**config.mk**
```make
export PLATFORM = sky130hd
export DESIGN_NAME = mem_port_arbiter
export DESIGN_NICKNAME = d
export VERILOG_FILES = /design/src/rtl/mem_arb_pkg.sv /design/src/rtl/mem_port_arbiter_sat_counter.sv /design/src/rtl/mem_port_arbiter.sv
export SDC_FILE = /design/constraint.sdc
export NUM_CORES = 1
export LEC_CHECK = 0
export ABC_AREA = 1
export CAP_MARGIN = 0
export CELL_PAD_IN_SITES_DETAIL_PLACEMENT = 1
export CELL_PAD_IN_SITES_GLOBAL_PLACEMENT = 1
export CORE_MARGIN = 8
export CORE_UTILIZATION = 25
export DETAILED_ROUTE_END_ITERATION = 7
export PLACE_DENSITY = 0.78
export RECOVER_POWER = 100
export SYNTH_ARGS = -nofsm -noshare
export SYNTH_HDL_FRONTEND = slang
export SYNTH_SLANG_ARGS = --single-unit
```
**constraint.sdc**
```tcl
create_clock -name clock -period 5.4 [get_ports clock]
set_input_delay 0.54 -clock clock [delete_from_list [all_inputs] [get_ports clock]]
set_output_delay 0.54 -clock clock [all_outputs]
set_load 0.01 [all_outputs]
```
**src/rtl/mem_arb_pkg.sv**
```systemverilog
// Shared definitions for the I/D memory port arbiter: FSM state codes,
// requester port ids and the width of the D-grant streak counter.
package mem_arb_pkg;

  localparam logic [2:0] ST_IDLE   = 3'd0;
  localparam logic [2:0] ST_BUSY_I = 3'd1;
  localparam logic [2:0] ST_BUSY_D = 3'd2;
  localparam logic [2:0] ST_DONE_I = 3'd3;
  localparam logic [2:0] ST_DONE_D = 3'd4;

  localparam logic PORT_I = 1'b0;
  localparam logic PORT_D = 1'b1;

  localparam int unsigned STREAK_W = 4;

endpackage

```
**src/rtl/mem_port_arbiter_sat_counter.sv**
```systemverilog
// Saturating up-counter with asynchronous reset and a synchronous clear
// that takes precedence over increment.
module sat_counter #(
  parameter int unsigned W = 4
) (
  input  logic         clock,
  input  logic         reset,
  input  logic         clr,
  input  logic         inc,
  output logic [W-1:0] q
);

  always_ff @(posedge clock or posedge reset) begin
    if (reset) begin
      q <= '0;
    end else if (clr) begin
      q <= '0;
    end else if (inc && (q != '1)) begin
      q <= q + 1'b1;
    end
  end

endmodule

```
**src/rtl/mem_port_arbiter.sv**
```systemverilog
// Arbitrates one variable-latency memory between instruction fetch (I) and
// data (D) ports; D has priority, bounded by a streak limit while I waits.
module mem_port_arbiter
  import mem_arb_pkg::*;
#(
  parameter int unsigned ADDR_W     = 32,
  parameter int unsigned DATA_W     = 32,
  parameter int unsigned STREAK_MAX = 4,
  parameter int unsigned CNT_W      = 16
) (
  input  logic              clock,
  input  logic              reset,
  input  logic              i_req,
  input  logic [ADDR_W-1:0] i_addr,
  output logic [DATA_W-1:0] i_rdata,
  output logic              i_ready,
  input  logic              d_req,
  input  logic              d_we,
  input  logic [ADDR_W-1:0] d_addr,
  input  logic [DATA_W-1:0] d_wdata,
  output logic [DATA_W-1:0] d_rdata,
  output logic              d_ready,
  output logic              m_req,
  output logic              m_we,
  output logic [ADDR_W-1:0] m_addr,
  output logic [DATA_W-1:0] m_wdata,
  input  logic [DATA_W-1:0] m_rdata,
  input  logic              m_ack,
  output logic [CNT_W-1:0]  conflict_count,
  output logic              spurious_ack
);

  localparam logic [STREAK_W-1:0] STREAK_LIM = STREAK_W'(STREAK_MAX);

  logic [2:0]          state_q, state_d;
  logic                grant;
  logic                grant_port;
  logic                streak_inc, streak_clr;
  logic [STREAK_W-1:0] streak_q;
  logic                conflict_inc;

  logic [ADDR_W-1:0]   m_addr_q;
  logic [DATA_W-1:0]   m_wdata_q;
  logic                m_we_q;
  logic [DATA_W-1:0]   i_rdata_q, d_rdata_q;
  logic                spurious_q;

  // Grant decision and streak bookkeeping happen only in IDLE; BUSY waits
  // for the memory and DONE spends one cycle presenting the ready pulse.
  always_comb begin
    state_d    = state_q;
    grant      = 1'b0;
    grant_port = PORT_I;
    streak_inc = 1'b0;
    streak_clr = 1'b0;
    case (state_q)
      ST_IDLE: begin
        if (d_req && !(i_req && (streak_q == STREAK_LIM))) begin
          grant      = 1'b1;
          grant_port = PORT_D;
          state_d    = ST_BUSY_D;
          streak_inc = i_req;
          streak_clr = !i_req;
        end else if (i_req) begin
          grant      = 1'b1;
          grant_port = PORT_I;
          state_d    = ST_BUSY_I;
          streak_clr = 1'b1;
        end
      end
      ST_BUSY_I: if (m_ack) state_d = ST_DONE_I;
      ST_BUSY_D: if (m_ack) state_d = ST_DONE_D;
      ST_DONE_I: state_d = ST_IDLE;
      ST_DONE_D: state_d = ST_IDLE;
      default:   state_d = ST_IDLE;
    endcase
  end

  assign conflict_inc = (state_q == ST_IDLE) && i_req && d_req;

  always_ff @(posedge clock or posedge reset) begin
    if (reset) begin
      state_q <= ST_IDLE;
    end else begin
      state_q <= state_d;
    end
  end

  always_ff @(posedge clock or posedge reset) begin
    if (reset) begin
      m_addr_q   <= '0;
      m_wdata_q  <= '0;
      m_we_q     <= 1'b0;
      i_rdata_q  <= '0;
      d_rdata_q  <= '0;
      spurious_q <= 1'b0;
    end else begin
      if (grant) begin
        if (grant_port == PORT_D) begin
          m_addr_q  <= d_addr;
          m_wdata_q <= d_wdata;
          m_we_q    <= d_we;
        end else begin
          m_addr_q <= i_addr;
          m_we_q   <= 1'b0;
        end
      end
      // An ack outside BUSY carries no data and only flags the protocol error.
      if (m_ack) begin
        if (state_q == ST_BUSY_I) begin
          i_rdata_q <= m_rdata;
        end else if (state_q == ST_BUSY_D) begin
          if (!m_we_q) d_rdata_q <= m_rdata;
        end else begin
          spurious_q <= 1'b1;
        end
      end
    end
  end

  sat_counter #(.W(STREAK_W)) u_streak (
    .clock (clock),
    .reset (reset),
    .clr   (streak_clr),
    .inc   (streak_inc),
    .q     (streak_q)
  );

  sat_counter #(.W(CNT_W)) u_conflict (
    .clock (clock),
    .reset (reset),
    .clr   (1'b0),
    .inc   (conflict_inc),
    .q     (conflict_count)
  );

  assign m_req        = (state_q == ST_BUSY_I) || (state_q == ST_BUSY_D);
  assign i_ready      = (state_q == ST_DONE_I);
  assign d_ready      = (state_q == ST_DONE_D);
  assign m_addr       = m_addr_q;
  assign m_wdata      = m_wdata_q;
  assign m_we         = m_we_q;
  assign i_rdata      = i_rdata_q;
  assign d_rdata      = d_rdata_q;
  assign spurious_ack = spurious_q;

endmodule

```
# --- Word level (Yosys, flattened, before mapping) ---
# Index checks and enable logic that the tools add are counted.
classes:
  addsub: 2
  n_eq_ne: 10
  n_mux: 18
  bitwise_logic: 3
  n_reduce_logical: 16
ops:
  columns: ["operator", "n"]
  rows:
  - ["two-way mux 32 bit", 1]
  - ["adder 16 x 1 -> 16 bit (second input constant)", 1]
  - ["!= test 16 bit (second input constant)", 1]
  - ["two-way mux 3 bit", 4]
  - ["two-way mux 1 bit", 10]
  - ["case mux 3 bit (3 select lines)", 1]
  - ["two-way mux 4 bit", 2]
  - ["equality test 3 x 2 -> 1 bit (second input constant)", 2]
  - ["logical AND 1 bit", 6]
  - ["AND reduction 3 bit", 2]
  - ["adder 4 x 1 -> 4 bit (second input constant)", 1]
  - ["equality test 4 x 3 -> 1 bit (second input constant)", 1]
  - ["!= test 2 bit (second input constant)", 2]
  - ["!= test 4 bit (second input constant)", 1]
  - ["AND reduction 2 bit", 2]
  - ["AND reduction 4 bit", 1]
  - ["equality test 3 x 1 -> 1 bit (second input constant)", 1]
  - ["equality test 3 bit (second input constant)", 1]
  - ["zero test 3 bit", 1]
  - ["!= test 3 bit (second input constant)", 1]
  - ["inverter 1 bit", 3]
  - ["zero test 1 bit", 2]
  - ["nonzero test 2 bit", 1]
  - ["logical OR 1 bit", 1]
word_totals:
  ff_bits: 153
  wordCells: 58

# --- Longest topological paths before layout ---
# Gate-level depths: netlist of run 1.
depth:
  depth_word: 9
  depth_mapped: 10
  depth_no_buf: 10

# --- By module ---
# From an unflattened synthesis of run 1, not the netlist that was laid out.
unflattened:
  cells_unflattened: 954
  hier_area_um2: 7236.9
by_module_without_submodules:
  columns: ["mod", "instances", "cells_each", "area_each_um2", "seq_area_each_um2"]
  rows:
  - ["mem_port_arbiter", 1, 765, 5929.4, 3328.2]
  - ["sat_counter (u_conflict)", 1, 159, 1083.5, 400.4]
  - ["sat_counter (u_streak)", 1, 30, 224.0, 100.1]

# --- Worst setup path before layout of run 1 ---
# OpenSTA, ideal clock, no wires.
synth_path:
  kind: "register to register"
  start: "register u_streak.q[0]"
  end: "register u_streak.q[3]"
  setup_ns: 0.126
  arrival_ns: 1.515
  required_ns: 5.274
  slack_ns: 3.759
  stages_incl_launch_ff: 11
  path_buffers: 0
  cell_sequence: "dfrtp_1 -> inv_1 -> ha_1 -> nand4_1 -> nand2_2 -> inv_2 -> ha_1 -> nand2_1 -> nand2_1 -> nand3b_1 -> o21ai_0"
synth_between:
  elab_chain_cells: 8
  word_cells_on_any_way: 14
synth_lines:
  columns: ["item", "line_no", "source"]
  rows:
  - ["start: declaration", "mem_port_arbiter_sat_counter.sv:10", "output logic [W-1:0] q"]
  - ["start signal: assignment", "mem_port_arbiter_sat_counter.sv:19", "q <= q + 1'b1;"]
  - ["equality test 4 x 3 -> 1 bit", "mem_port_arbiter.sv:58", "if (d_req && !(i_req && (streak_q == STREAK_LIM))) begin"]
  - ["logical AND 1 bit", "mem_port_arbiter.sv:58", null]
  - ["zero test 1 bit", "mem_port_arbiter.sv:58", null]
  - ["logical AND 1 bit", "mem_port_arbiter.sv:58", null]
  - ["two-way mux 1 bit", "mem_port_arbiter.sv:58", null]
  - ["two-way mux 1 bit", "mem_port_arbiter.sv:56", "case (state_q)"]
  - ["logical AND 1 bit", "mem_port_arbiter_sat_counter.sv:18", "end else if (inc && (q != '1)) begin"]
  - ["nonzero test 2 bit (no source line)", null, null]
# Parallel ways exist; a longest one is shown, timed or not. The select of a mux whose other input is x is not followed.
# A chain may end at the register's enable or synchronous reset.

# --- Final worst setup path of run 1 ---
layout_path:
  start: "input port i_req"
  end: "register m_addr_q[1] (netlist: m_addr[1])"
layout_between:
  elab_chain_cells: 6
  word_cells_on_any_way: 9
layout_lines:
  columns: ["item", "line_no", "source"]
  rows:
  - ["start: declaration", "mem_port_arbiter.sv:13", "input logic i_req,"]
  - ["logical AND 1 bit", "mem_port_arbiter.sv:58", null]
  - ["zero test 1 bit", "mem_port_arbiter.sv:58", null]
  - ["logical AND 1 bit", "mem_port_arbiter.sv:58", null]
  - ["two-way mux 1 bit", "mem_port_arbiter.sv:58", null]
  - ["two-way mux 1 bit", "mem_port_arbiter.sv:56", null]
  - ["two-way mux 32 bit", "mem_port_arbiter.sv:99", "if (grant_port == PORT_D) begin"]
  - ["end signal: assignment", "mem_port_arbiter.sv:100", "m_addr_q <= d_addr;"]
  - ["end signal: assignment", "mem_port_arbiter.sv:104", "m_addr_q <= i_addr;"]
  - ["end: declaration", "mem_port_arbiter.sv:42", "logic [ADDR_W-1:0] m_addr_q;"]
# Parallel ways exist; a longest one is shown, timed or not.

==> results.ini, run 1 <==
[critical_path]
cp-end-kind = register
cp-start-kind = primary input
critical_path_required_ns = 5.74
critPathMaxStageDelay_ns = 0.95
path_delay_family = simple AND/OR/NAND/NOR gates
cp.buffers_inverters = 3
cp_max_fo = 44
worstPathCellList = clkdlybuf4s50_1 -> nand4_1 -> nand2_1 -> inv_1 -> nand2_1 -> clkbuf_2 -> o21ai_0 -> nand2_1
critPathMostFrequentCell = nand2_1
crit_arrival_ns = 4.07
crit_path_top_delay_cell = nand2_1
path_class = primary input to register

[finish]
syn_to_final_growth_pct = 50.2
fillers = 3288
drive_gt1_share_pct = 4.55
finish.utilization_pct = 37.9
final_design_area_no_fill_sq_um = 10500
num_antenna_cells = 0
fin_nets = 1204
fin_cells = 1456

[drt]
drc_errors = 0
wl_per_cell_um = 16.3
drt-total-wl_um = 23800
viasPerCell = 4.28
wl_met2_um = 10800
drtIter0Drc = 199
dr_total_vias = 6226
ant_nets = 0
top_layer = met4
wl_met1_um = 10300
dr.pass1.iters = 4
wl_met3_um = 2190

[yosys]
synth.largest_area_cell = dfrtp_1
ys.warnings.count = 0
synth_nets = 932
synth_cell_types = 30
synth_top_area_share_pct = 55.0
syn_inst = 794
seq_area_frac_synth_pct = 55.0
ys_seq_elements = 153
syn_area_sq_um = 6970
avgSynthCellArea_sq_um = 8.77
synth.area.top_cells = dfrtp_1, nand2_1, inv_1, o21ai_2, o21a_1

[pwr]
p_per_area_nw_per_um2 = 531
peakVddDrop_v = 0.000216
total_power_mw = 5.55
power.leakage_nw = 4.92

[placement]
dp_cells = 1425
post-place-ws_ns = 2.20
post-dp-hpwl_um = 17500
dpl_cell_area_sq_um = 10000
place.gp.congestion = 0.782
port-buffer-count = 282

[clocking]
cts_inserted_buffers = 17
cts-htree-levels = 4
cts_sinks = 153
postCtsHoldBufs = 0
clk_latency_ns = 0.42
cts_setup_buffers = 0
clk_pin_slew_ns = 0.07
tritoncts = built
cts-root-buf = clkbuf_16
cts-resized-gates = 0
clockBufferDepth = 2

[floorplanning]
dieArea_sq_um = 33500
die_w_um = 183
io_pins = 283
rows = 61
core_sq_um = 27600
start_util_pct = 25.2
dieHeight_um = 183

[timing]
rsz0062_at_grt = false
setup_violations = 0
finalHoldViolations = 0
whs_ns = 0.473
setup_tns_ns = 0
skew_ns = 0.0203
slew_violations = 106
fin_ws_ns = 1.67
period_needed_ns = 3.73
period_share_pct = 69.0
max_slew.worst_pin.slew_ns = 2.39
timing.fmax_ghz = 0.268
max_slew_margin_pct = -59.1

[global_routing]
grt_antenna_before_repair = 0
overflow = 0
grt_max_degree = 106
grt_first_pass_wirelength_um = 37700
grt_pass1_vias = 6694
grt_use_total_pct = 14.0

[status]
status = finished, violations left
violations = max-capacitance violations, max-slew violations

[worst_hold_path]
hp-class = register to register

[flow_run]
maxCapViolCount = 1

where the power goes:
part / switching (mW) / total, mW / internal, mW / leakage (nW)
Clock: 0.546 / 1.21 / 0.659 / 0.270
Combinational: 1.26 / 2.38 / 1.12 / 2.79
Sequential: 0.306 / 1.97 / 1.67 / 1.86
path summary, 6_finish.rpt:
| path | cells after the start | endpoint | from | slack [ns] |
|---|---|---|---|---|
| worst max-delay path | 8 | m_addr[1]$_DFFE_PP0P_ | i_req | 1.67 |
| worst min-delay path | 2 | m_addr[15]$_DFFE_PP0P_ | m_addr[15]$_DFFE_PP0P_ | 0.47 |
| worst max register to register | 9 | m_addr[1]$_DFFE_PP0P_ | u_streak.q[0]$_DFFE_PP0P_ | 1.70 |
| worst min register to register | 2 | m_addr[15]$_DFFE_PP0P_ | m_addr[15]$_DFFE_PP0P_ | 0.47 |
| max in group asynchronous | 3 | m_addr[8]$_DFFE_PP0P_ | reset | 2.68 |
| min in group asynchronous | 2 | m_wdata[20]$_DFFE_PP0P_ | reset | 1.33 |
area by class of cell:
cell class / instances / area [sq um] / share of cell area, %
well taps: 378 / 473 / 4.52
inverters: 93 / 353 / 3.37
clock buffers: 18 / 439 / 4.20
clock inverters: 13 / 135 / 1.29
multi-input cells: 514 / 2380 / 22.7
repair buffers: 287 / 2850 / 27.3
flip-flops and latches: 153 / 3830 / 36.6
Yosys cell counts:
| cell | n |
|---|---|
| xnor2_1 | 4 |
| nand2_1 | 298 |
| nor2_8 | 1 |
| nor2_4 | 2 |
| o21ai_1 | 38 |
| nor3_1 | 1 |
| dfrtp_1 | 153 |
| nand3_4 | 1 |
| o21bai_1 | 1 |
| nor3_2 | 1 |
| inv_1 | 87 |
| buf_4 | 7 |
| nand2_4 | 1 |
| nand3b_1 | 1 |
| nand3_1 | 13 |
| o21ai_0 | 13 |
| a21oi_1 | 33 |
| nor2_2 | 3 |
| xor2_1 | 3 |
| nor2_1 | 18 |
| inv_2 | 6 |
| nand3_2 | 3 |
| o21ai_2 | 33 |
| nand2_2 | 4 |
| ha_1 | 4 |
| buf_6 | 13 |
| buf_2 | 10 |
| clkbuf_1 | 4 |
| o21a_1 | 32 |
| nand4_1 | 6 |
worst min-delay path, stage by stage, from the launching register on:
cell and delay, ns:
dfrtp_1 0.34, nand2_1 0.05, nand2_1 0.05
logic make-up after synthesis:
group | Yosys count | share of synthesized area [%]
simple gates | 353 | 20.9
flops | 153 | 55.0
compound gates | 150 | 13.7
buf+inv | 127 | 8.80
xor+xnor | 7 | 0.880
fa+ha+maj | 4 | 0.718
flip-flops by register name, indices dropped and copies added (netlist names):
name          flops
state_q           3
spurious_ack      1
m_wdata          32
d_rdata          32
u_conflict.q     16
u_streak.q        4
m_we              1
m_addr           32
i_rdata          32
cells in the final DEF, fill, tap and decap left out, types with 2 or more instances in the layout:
| cell | n |
|---|---|
| inv_2 | 3 |
| a21oi_1 | 33 |
| nand3_2 | 2 |
| inv_1 | 88 |
| o21a_1 | 32 |
| nand4_1 | 6 |
| buf_4 | 3 |
| clkdlybuf4s50_1 | 132 |
| xnor2_1 | 4 |
| nand3_1 | 14 |
| o21ai_1 | 10 |
| o21ai_0 | 73 |
| inv_8 | 2 |
| dfrtp_1 | 153 |
| clkinvlp_4 | 5 |
| dlygate4sd3_1 | 150 |
| clkinv_4 | 2 |
| inv_6 | 4 |
| clkbuf_16 | 17 |
| ha_1 | 4 |
| nand2_1 | 301 |
| nor2_1 | 21 |
| xor2_1 | 3 |
metal layers:
metal / up-vias / track usage (%)
met2: 200 / 22.0
li1: 3016 / -
met5: - / 0
met3: 21 / 5.88
met1: 2989 / 17.4
met4: 0 / 4.29
No activity file was read; power rests on OpenSTA's default activity.
==> run 2, diff against run 1 <==
PLACE_DENSITY = 0.8   (was 0.78)
clock period = 3.12 ns   (was 5.4 ns; I/O delays follow)
==> run 2 against run 1 <==
The run still ends with max-capacitance violations, max-slew violations left. Sequential cell count unchanged. Sequential power is 74% higher. Routed wire length is 2.8% higher. Worst hold slack worse by 0.044 ns. First-iteration DRC count increased by 1.0%. Die area unchanged. Critical path depth is 1 lower. Sequential share of layout area down 0.35 points. Count of clock-buffer cells in the layout increased by 3. Clock skew fell by 0.011 ns. Critical path type is now register to register.
==> results.ini, run 2 (same netlist as run 1, synthesis figures left out) <==
[critical_path]
timing.rr.start = u_conflict.q[0]$_DFFE_PP0P_
crit_arrival_ns = 2.70  ; -1.37 ns
cp-end-kind = register
crit_path_top_delay_cell = nor2_1
critPathMaxStageDelay_ns = 0.86  ; -0.09 ns
cp_max_fo = 18  ; -59%
path_class = register to register
cp-start-kind = register
reg2reg_slack_ns = 0.68  ; -1.02 ns
worstPathCellList = ha_1 -> nand3_1 -> clkinv_1 -> nand2_1 -> nor2_2 -> nor2_1 -> o21ai_0
critical_path_required_ns = 3.38  ; -2.36 ns
crit_start = u_conflict.q[0]$_DFFE_PP0P_

[floorplanning]
core_sq_um = 27600  ; unchanged
start_util_pct = 25.2  ; unchanged
die_w_um = 183  ; unchanged
io_pins = 283  ; unchanged
rows = 61  ; unchanged
dieArea_sq_um = 33500  ; unchanged
dieHeight_um = 183  ; unchanged

[placement]
post-dp-hpwl_um = 18500  ; +5.8%
port-buffer-count = 282  ; unchanged
place.gp.congestion = 0.802  ; +2.5%
post-place-ws_ns = 0.745  ; -1.46 ns

[drt]
dr_total_vias = 6316  ; +1.4%
wl_per_cell_um = 16.6  ; +1.8%
viasPerCell = 4.30  ; +0.48%
drtIter0Drc = 201  ; +1.0%
drc_errors = 0  ; unchanged
dr.pass1.iters = 4  ; unchanged
drt-total-wl_um = 24400  ; +2.8%
ant_nets = 0  ; unchanged

[global_routing]
grt_pass1_vias = 6894  ; +3.0%
overflow = 0  ; unchanged
grt_first_pass_wirelength_um = 39300  ; +4.1%
grt_max_degree = 65  ; -39%
grt_antenna_before_repair = 0  ; unchanged
grt_use_total_pct = 14.8  ; +0.73 points

[clocking]
cts-resized-gates = 0  ; unchanged
cts-htree-levels = 4  ; unchanged
clockBufferDepth = 2  ; unchanged
cts-root-buf = clkbuf_16
cts_sinks = 153  ; unchanged
cts_inserted_buffers = 17  ; unchanged
cts_setup_buffers = 0  ; unchanged
tritoncts = built
clk_pin_slew_ns = 0.06  ; about the same
postCtsHoldBufs = 0  ; unchanged
clk_latency_ns = 0.42  ; about the same

[flow_run]
maxCapViolCount = 1  ; unchanged

[worst_hold_path]
hp-class = primary input to register
min_from = d_wdata[31]

[finish]
drive_gt1_share_pct = 5.04  ; +0.49 points
fillers = 3323  ; +1.1%
fin_nets = 1217  ; +1.1%
layout_common_cells = nand2_1, dfrtp_1, dlygate4sd3_1, clkdlybuf4s50_1, inv_1
num_antenna_cells = 0  ; unchanged
syn_to_final_growth_pct = 51.6
layout_commonest_cell = nand2_1

[pwr]
total_power_mw = 9.61  ; +73%
p_per_area_nw_per_um2 = 910  ; +71%
peakVddDrop_v = 0.000349  ; +62%
power.leakage_nw = 4.96  ; +0.89%

[timing]
skew_ns = 0.00970  ; -0.0106 ns
max_slew.worst_pin.slew_ns = 1.87  ; -0.515 ns
setup_violations = 0  ; unchanged
timing.fmax_ghz = 0.409
rsz0062_at_grt = false
period_needed_ns = 2.44
period_share_pct = 78.3
max_slew_margin_pct = -25.5  ; +34 points
finalHoldViolations = 0  ; unchanged
setup_tns_ns = 0  ; unchanged
fin_ws_ns = 0.678  ; -0.996 ns
slew_violations = 32  ; -70%
whs_ns = 0.430  ; -0.0438 ns

[status]
status = finished, violations left
violations = max-capacitance violations, max-slew violations

==> run 2: metal layers <==
metal | wire length [um] | GRT usage [%] | vias to the layer above
met1 | 10400 | 17.3 | 3033
met5 | 0 | 0 | -
met3 | 2080 | 6.00 | 30
met2 | 11500 | 24.4 | 201
li1 | - | - | 3052
met4 | 490 | 4.75 | 0
==> run 2: final cells by class <==
type,count,area [sq um],share of cell area [%]
Clock inverter,11,98.8,0.936
Sequential cell,153,3830,36.2
Tap cell,378,473,4.48
Multi-Input combinational cell,514,2390,22.6
Timing Repair Buffer,300,2970,28.2
Inverter,93,350,3.32
Clock buffer,21,450,4.26
==> run 2: critical path, delay by kind of cell, from the launching register on <==
| family | cells | cell delay (ns) |
|---|---|---|
| DFF | 1 | 0.45 |
| buffers and inverters | 1 | 0.09 |
| AOI/OAI and AO/OA | 1 | 0.17 |
| and+or+nand+nor | 4 | 1.27 |
| adders and majority gates | 1 | 0.29 |
==> run 2: worst paths after layout <==
kind	end	cells after the start
min in group asynchronous	i_rdata[15]$_DFFE_PP0P_	2
worst max register to register	u_conflict.q[3]$_DFFE_PP0P_	7
worst min register to register	m_addr[30]$_DFFE_PP0P_	2
max in group asynchronous	d_rdata[26]$_DFFE_PP0P_	3
worst min-delay path	m_wdata[31]$_DFFE_PP0P_	3
worst max-delay path	u_conflict.q[3]$_DFFE_PP0P_	7
==> run 2: per-stage QoR <==
step                area, sq um  std cells  utilization (%)
finish                    10600       1470             38.2
global route              10600       1470             38.2
CTS                       10800       1470             38.9
detailed placement        10200       1438             36.9
global placement          10200       1438             36.9
floorplan                  6970        794                -
==> run 2: report_power, final <==
group / internal (mW) / total (mW) / switching [mW]
Combinational: 1.97 / 4.19 / 2.22
Clock: 1.12 / 1.99 / 0.874
Sequential: 2.89 / 3.43 / 0.540
==> run 3, diff against run 2 <==
clock period = 2.2 ns   (was 3.12 ns; I/O delays follow)
==> run 3 against run 2 <==
The flow now finishes without violations. First-iteration DRC count shrank 9.0%. Critical endpoint is now m_req. Worst hold slack lost 0.16 ns. Critical path type is now register to output port. Non-clock buffer count shrank 5. Sequential power grew 41%. Critical path depth shrank 3. Routed wire length shrank 1.3%. Largest cell class unchanged.
==> results.ini, run 3 (same netlist as run 1, synthesis figures left out) <==
[critical_path]
cp-start-kind = register
timing.rr.start = u_streak.q[0]$_DFFE_PP0P_
path_delay_family = buffers and inverters
rr_worst_depth = 8  ; +1
reg2reg_slack_ns = 0.25  ; -0.43 ns
r2r-end = m_addr[27]$_DFFE_PP0P_
cp-end-kind = output port
crit_arrival_ns = 1.82  ; -0.88 ns
critical_path_required_ns = 1.98  ; -1.40 ns
critPathMaxStageDelay_ns = 0.57  ; -0.29 ns
worstPathCellList = nor2_4 -> nand2_2 -> nand2_1 -> clkdlybuf4s50_1
cp.buffers_inverters = 1  ; unchanged
crit_path_top_delay_cell = clkdlybuf4s50_1
cp_max_fo = 4  ; -14
path_class = register to output port

[drt]
ant_nets = 0  ; unchanged
drc_errors = 0  ; unchanged
wl_per_cell_um = 16.5  ; -0.92%
drt-total-wl_um = 24100  ; -1.3%
dr.pass1.iters = 4  ; unchanged
viasPerCell = 4.29  ; about the same
dr_total_vias = 6289  ; -0.43%
drtIter0Drc = 183  ; -9.0%

[clocking]
cts_setup_buffers = 0  ; unchanged
cts-htree-levels = 4  ; unchanged
cts_inserted_buffers = 17  ; unchanged
cts-root-buf = clkbuf_16
cts_sinks = 153  ; unchanged
tritoncts = built
clockBufferDepth = 2  ; unchanged
cts-resized-gates = 0  ; unchanged
postCtsHoldBufs = 0  ; unchanged
clk_latency_ns = 0.41  ; about the same
clk_pin_slew_ns = 0.07  ; about the same

[timing]
timing.fmax_ghz = 0.489
fin_ws_ns = 0.155  ; -0.522 ns
slew_violations = 0  ; -100%
max_slew_margin_pct = 40.8  ; +66 points
period_share_pct = 92.9
max_slew.worst_pin.slew_ns = 0.889  ; -0.983 ns
rsz0062_at_grt = false
period_needed_ns = 2.04
finalHoldViolations = 0  ; unchanged
skew_ns = 0.0122  ; +0.00253 ns
setup_tns_ns = 0  ; unchanged
setup_violations = 0  ; unchanged

[finish]
fin_nets = 1212  ; -0.41%
num_antenna_cells = 0  ; unchanged
syn_to_final_growth_pct = 52.3
finish.utilization_pct = 38.4  ; +0.16 points
layout_commonest_cell = nand2_1
layout_common_cells = nand2_1, dfrtp_1, dlygate4sd3_1, clkdlybuf4s50_1, inv_1
drive_gt1_share_pct = 5.98  ; +0.94 points

[pwr]
internal_power_mw = 8.67  ; +45%
p_per_area_nw_per_um2 = 1310  ; +44%
p_comb_share_pct = 43.0  ; -0.6 points
power.share.clock_pct = 22.1  ; +1.4 points
p_seq_share_pct = 34.9  ; -0.8 points
swShare_pct = 37.7  ; -0.15 points
peakVddDrop_v = 0.000497  ; +42%
power.leakage_nw = 4.98  ; +0.37%
p_switching_mw = 5.23  ; +44%

[global_routing]
grt_max_degree = 61  ; -6.2%
grt_use_total_pct = 14.4  ; -0.40 points
grt_antenna_before_repair = 0  ; unchanged
grt_use_met1_pct = 16.9  ; -0.37 points
met2_usage_pct = 24.2  ; -0.25 points
overflow = 0  ; unchanged
grt_busiest_layer = met2
grt_pass1_vias = 6835  ; -0.86%
grt_first_pass_wirelength_um = 38700  ; -1.5%
globalRouteMet3Util_pct = 5.60  ; -0.40 points

[placement]
post-place-ws_ns = 0.227  ; -0.518 ns
post-dp-hpwl_um = 18300  ; -1.1%
place.gp.congestion = 0.794  ; -0.95%
port-buffer-count = 282  ; unchanged

[floorplanning]
dieHeight_um = 183  ; unchanged
core_sq_um = 27600  ; unchanged
rows = 61  ; unchanged
dieArea_sq_um = 33500  ; unchanged
die_w_um = 183  ; unchanged
io_pins = 283  ; unchanged
start_util_pct = 25.2  ; unchanged

[status]
status = finished, final reports clean

[worst_hold_path]
hp-class = primary input to asynchronous set/reset pin

[flow_run]
maxCapViolCount = 0  ; -1

-- run 3: layout make-up --
type | instances | area, sq um
clock buffers | 19 | 443
clock inverters | 13 | 156
fillers | 3254 | 17000
well taps | 378 | 473
multi-input cells | 514 | 2410
inverters | 93 | 350
flip-flops and latches | 153 | 3830
repair buffers | 295 | 2950
-- run 3: how the worst max path moves through the flow --
stage	startpoint	to	cells after the start
2_1_floorplan	reset	d_rdata[0]$_DFFE_PP0P_	1
3_3_place_gp	i_req	u_streak.q[3]$_DFFE_PP0P_	9
3_5_place_dp	i_req	u_streak.q[3]$_DFFE_PP0P_	9
4_1_cts	state_q[2]$_DFFE_PP0P_	m_req	4
5_1_grt	state_q[1]$_DFFE_PP0P_	i_rdata[15]$_DFFE_PP0P_	6
6_report	state_q[2]$_DFFE_PP0P_	m_req	4
-- run 3: metal layers --
layer,share of wire [%],routed length [um],vias up
met5,0,0,-
met2,47,11400,196
met4,1.7,414,0
met1,42,10200,3031
li1,-,-,3042
met3,8.6,2070,20
-- run 3: power groups by stage --
| stage | Sequential [mW] | Clock [mW] | Combinational [mW] |
|---|---|---|---|
| 2_1_floorplan | 5.42 | 0 | 2.65 |
| 3_3_place_gp | 4.89 | 0 | 6.60 |
| 3_5_place_dp | 4.96 | 0 | 6.78 |
| 4_1_cts | 4.94 | 3.20 | 6.81 |
| 5_1_grt | 5.04 | 3.29 | 6.62 |
| 6_report | 4.85 | 3.07 | 5.98 |
-- run 3: per-stage QoR --
stage                     instances  area (sq um)  total power, mW  hold slack, ns
final                          1465         10600             13.9           0.269
after global routing           1465         10600             14.9           0.277
after CTS                      1465         10800             15.0           0.102
after detailed placement       1433         10200             11.7           0.467
after global placement         1433         10200             11.5           0.461
after floorplan                 794          6970             8.07           0.330
